[src/rtl/add_sub_pipe.sv]
// Pipelined two's-complement adder/subtractor.
// Adds one slice per stage and registers the carry between stages.
module add_sub_pipe #(
   parameter int WIDTH  = 32,
   parameter int STAGES = 4
) (
   input  logic             clk,
   input  logic             reset,
   input  logic             in_valid,
   output logic             in_ready,
   input  logic [WIDTH-1:0] X,
   input  logic [WIDTH-1:0] Y,
   input  logic             sub,
   input  logic             cin,
   output logic             out_valid,
   input  logic             out_ready,
   output logic [WIDTH-1:0] out,
   output logic             carry,
   output logic             overflow,
   output logic             zero
);

   localparam int S = WIDTH / STAGES;
   localparam int L = STAGES - 1;

   for (genvar k = 0; k < STAGES; k++) begin : g_st
      logic             v;
      logic             c;
      logic [WIDTH-1:0] a;
      logic [WIDTH-1:0] b;
      logic [WIDTH-1:0] r;
      logic             ld;
      logic             sv;
      logic             sc;
      logic [WIDTH-1:0] sa;
      logic [WIDTH-1:0] sb;
      logic [WIDTH-1:0] sr;
      logic [WIDTH-1:0] nr;
      logic [S:0]       sum;
      logic             unused_ab;

      // Operand words ride along whole; only their upper slices still matter.
      assign unused_ab = ^{a, b};

      if (k == 0) begin : g_in
         assign sv = in_valid;
         assign sa = X;
         assign sb = sub ? ~Y : Y;
         assign sr = '0;
         assign sc = sub | cin;
      end else begin : g_mid
         assign sv = g_st[k-1].v;
         assign sa = g_st[k-1].a;
         assign sb = g_st[k-1].b;
         assign sr = g_st[k-1].r;
         assign sc = g_st[k-1].c;
      end

      if (k == L) begin : g_last
         assign ld = !v || out_ready;
      end else begin : g_chain
         assign ld = !v || g_st[k+1].ld;
      end

      assign sum = {1'b0, sa[k*S +: S]}
                 + {1'b0, sb[k*S +: S]}
                 + {{S{1'b0}}, sc};

      always_comb begin
         nr = sr;
         nr[k*S +: S] = sum[S-1:0];
      end

      always_ff @(posedge clk) begin
         if (reset) begin
            v <= 1'b0;
            c <= 1'b0;
            a <= '0;
            b <= '0;
            r <= '0;
         end else if (ld) begin
            v <= sv;
            c <= sum[S];
            a <= sa;
            b <= sb;
            r <= nr;
         end
      end
   end

   assign in_ready  = g_st[0].ld;
   assign out_valid = g_st[L].v;
   assign out       = g_st[L].r;
   assign carry     = g_st[L].c;

   assign overflow = (g_st[L].a[WIDTH-1] == g_st[L].b[WIDTH-1])
                  && (g_st[L].r[WIDTH-1] != g_st[L].a[WIDTH-1]);

   // Gated so an empty (or freshly reset) final stage never reports zero.
   assign zero = g_st[L].v && ~|g_st[L].r;

endmodule

[config.mk]
export PLATFORM = sky130hd
export DESIGN_NAME = add_sub_pipe
export DESIGN_NICKNAME = d
export VERILOG_FILES = /design/src/rtl/add_sub_pipe.sv
export SDC_FILE = /design/constraint.sdc
export NUM_CORES = 1
export LEC_CHECK = 0
export ABC_AREA = 1
export BUFFER_PORTS_ARGS = -buffer_cell sky130_fd_sc_hd__buf_2
export CAP_MARGIN = 40
export CORE_ASPECT_RATIO = 0.7
export CORE_MARGIN = 3
export CORE_UTILIZATION = 58
export CTS_CLUSTER_SIZE = 40
export DETAILED_ROUTE_END_ITERATION = 12
export PLACE_DENSITY = 0.82
export SETUP_SLACK_MARGIN = 0.5
export SLEW_MARGIN = 5
export SYNTH_ARGS = -nofsm -noshare
export SYNTH_HDL_FRONTEND = slang
export SYNTH_SLANG_ARGS = --single-unit
[constraint.sdc]
create_clock -name clk -period 2.5 [get_ports clk]
set_input_delay 0.375 -clock clk [delete_from_list [all_inputs] [get_ports clk]]
set_output_delay 0.375 -clock clk [all_outputs]
set_load 0.1 [all_outputs]
==> results_dict.tcl <==
set metrics [dict create \
    status "finished clean" \
    netlist_area_mm2 0.00823 \
    dr.pass1.iters 5 \
    antenna_left 0 \
    arrival_ns 1.62 \
    final_util_pct 70.6 \
    p_leak_nw 4.58 \
    grt.overflow.total 0 \
    slew_viol_final 0 \
    die_w_um 148 \
    gp_congestion 0.872 \
    cts.sinks 186 \
    grt_pass1_wl_um 31300 \
    clkLatencyLatePin_ns 0.43 \
    layout.nets 1262 \
    path_class "reg -> out" \
    relSlewSlack_pct 62.9 \
    fin_ws_ns 0.507 \
    hold_slack_ns 0.170 \
    setup_tns_ns 0 \
    fin_skew_ns 0.0106 \
    postCtsSetupBuffers 0 \
    hp-class "in -> reg" \
    crit_required_ns 2.12 \
    cp_cell_sequence "nor4_4 -> nand3_1 -> nor2_4 -> buf_12" \
    crit_slowest_cell "nor4_4" \
    layout_min_cycle_time_ns 1.99 \
    syn_inst 1077 \
    die_y_um 106 \
    ys_warn_count 0 \
    cts_buffer_depth 2 \
    hold_viol 0 \
    synth.ff_latch_count 186 \
    track_usage_pct 24.3 \
    cts_hold_buf 0 \
    path_buf_inv 1 \
    critical_path.top_delay_family "simple AND/OR/NAND/NOR gates" \
    synth.distinct_cells 29 \
    htree_levels 4 \
    portBuffers 106 \
    diodes 0 \
    cp-start-kind "register" \
    dieArea_mm2 0.0157 \
    via_per_inst 5.27 \
    tightestPinTransition_ns 0.557 \
    power_density_mw_per_mm2 698 \
    drive_gt1_share_pct 18.0 \
    core_mm2 0.0135 \
    start_util_pct 61.0 \
    cp-startpoint "out[20]" \
    wl_per_cell_um 13.6 \
    crit_fanout 3 \
    syn_to_final_growth_pct 15.7 \
    drv_cap 0 \
    syn_nets 1183 \
    fp-row-count 35 \
    ios 107 \
    dp_worst_setup_slack_ns 0.306 \
    grt_max_degree 149 \
    antenna_found_initial 0 \
    clockRootBuffer "clkbuf_16" \
    rsz0062_at_grt "true" \
    cts_tree "yes" \
    clk_pin_slew_ns 0.07 \
    numCtsBuffers 17 \
    end_kind "output port" \
    worstReg2RegStart "g_st[2].c" \
    drc 0 \
    setup_viol 0 \
    post-dp-hpwl_um 12700 \
    hp-start "in_valid" \
    grt_pass1_vias 6820 \
    wl_um 18400 \
    cpPeakStageDelay_ns 0.37 \
    drt_iter0_markers 422 \
    peakVddDrop_mv 0.539 \
    avgSynthCellArea_um2 7.64 \
    finalCritPeriodShare_pct 79.7 \
    synth_seq_area_share_pct 45.3 \
    vias 7121 \
    fmax_ghz 0.502 \
]
[worst paths after layout]
kind	end	slack [ns]	cells past startpoint
hold / removal	g_st[0].v	0.17	3
hold reg to reg	g_st[1].a[19]	0.46	2
setup / recovery	zero	0.51	4
setup reg to reg	out[28]	0.64	11
[registers in the layout, indices dropped and copies added, names as in the netlist]
name / flops
out_valid: 1
out: 32
carry: 1
g_st.v: 3
g_st.r: 48
g_st.a: 49
g_st.c: 3
g_st.b: 49
[placed cells by master (no fill, tap or decap), types with 11 or more instances in the layout]
cell type	count
a21oi_1	121
buf_2	104
buf_4	11
clkbuf_16	17
dfxtp_1	160
dfxtp_2	26
ha_1	28
inv_1	99
nand2_1	145
nand3_1	42
nor2_1	155
o21ai_0	123
o21ai_1	22
xnor2_1	19
xor2_1	20
[what timing repair did]
action                     CTS  global route
setup endpoints to repair    2             6
resized for setup            9            11
pin swaps                    0             1
[per-layer routing]
layer	up-vias	track usage [%]	wire, µm
met5	-	0	0
met4	0	6.46	283
met3	25	4.38	801
met2	139	41.9	8960
met1	3321	31.4	8400
li1	3636	-	-
[synth_stat cells]
cell      instances  share of area, %
nor2_4            2              0.27
xor2_1           20               2.1
nor3_1            3              0.18
xnor2_1          19               2.0
buf_2            21               1.3
and2_1            2              0.15
nand2_2           2              0.15
o21bai_1          1             0.091
nor4_1            2              0.15
nor2_1          158               7.2
nor2_8            2              0.49
nand3_1          42               2.6
a211oi_1          2              0.18
nand3b_1          9              0.82
o211ai_1          3              0.27
fa_1              8               1.9
nand4_1           1             0.076
or2_2            10              0.76
nand2_4           2              0.27
clkbuf_1         35               1.6
inv_1           101               4.6
dfxtp_1         186                45
o21ai_1          22               1.3
nand2_1         146               6.7
ha_1             28               4.3
o21ai_0         123               7.5
a21oi_1         122               7.4
inv_2             2             0.091
buf_4             3              0.27
[cell type report]
class,count,area (µm²)
Inverter,103,387
Tap cell,185,231
Timing Repair Buffer,119,678
Multi-Input combinational cell,729,3940
Clock inverter,10,71.3
Fill cell,1082,3970
Sequential cell,186,3760
Clock buffer,20,457
[worst register-to-register path, delay by kind of cell (launching register included)]
family	cells	cell delay, ns
buffers and inverters	3	0.17
adders and majority gates	2	0.63
DFF	1	0.37
and+or+nand+nor	6	0.64
[metrics by stage]
| stage | total power, mW | instances | area [µm²] |
|---|---|---|---|
| final | 6.64 | 1352 | 9520 |
| after global routing | 6.92 | 1352 | 9520 |
| after CTS | 6.66 | 1352 | 9490 |
| after detailed placement | 4.26 | 1322 | 8910 |
| after global placement | 4.24 | 1322 | 8910 |
| after floorplan | 4.01 | 1077 | 8310 |
[cell families (layout without fill, tap and decap cells)]
| kind of cell | after synthesis | after routing | synth area share, % |
|---|---|---|---|
| AND/OR/NAND/NOR | 381 | 381 | 19.8 |
| AO/OA/AOI/OAI | 273 | 273 | 16.8 |
| flip-flops | 186 | 186 | 45.3 |
| buffers and inverters | 162 | 252 | 7.85 |
| XOR/XNOR | 39 | 39 | 4.15 |
| adder cells (fa/ha/maj) | 36 | 36 | 6.20 |
[power breakdown]
part | total [mW] | switching (mW) | internal [mW] | leakage, nW
clock network | 2.43 | 1.11 | 1.31 | 0.250
logic | 0.940 | 0.611 | 0.329 | 2.79
registers | 3.27 | 0.114 | 3.16 | 1.54
No activity file was read; power rests on OpenSTA's default activity.
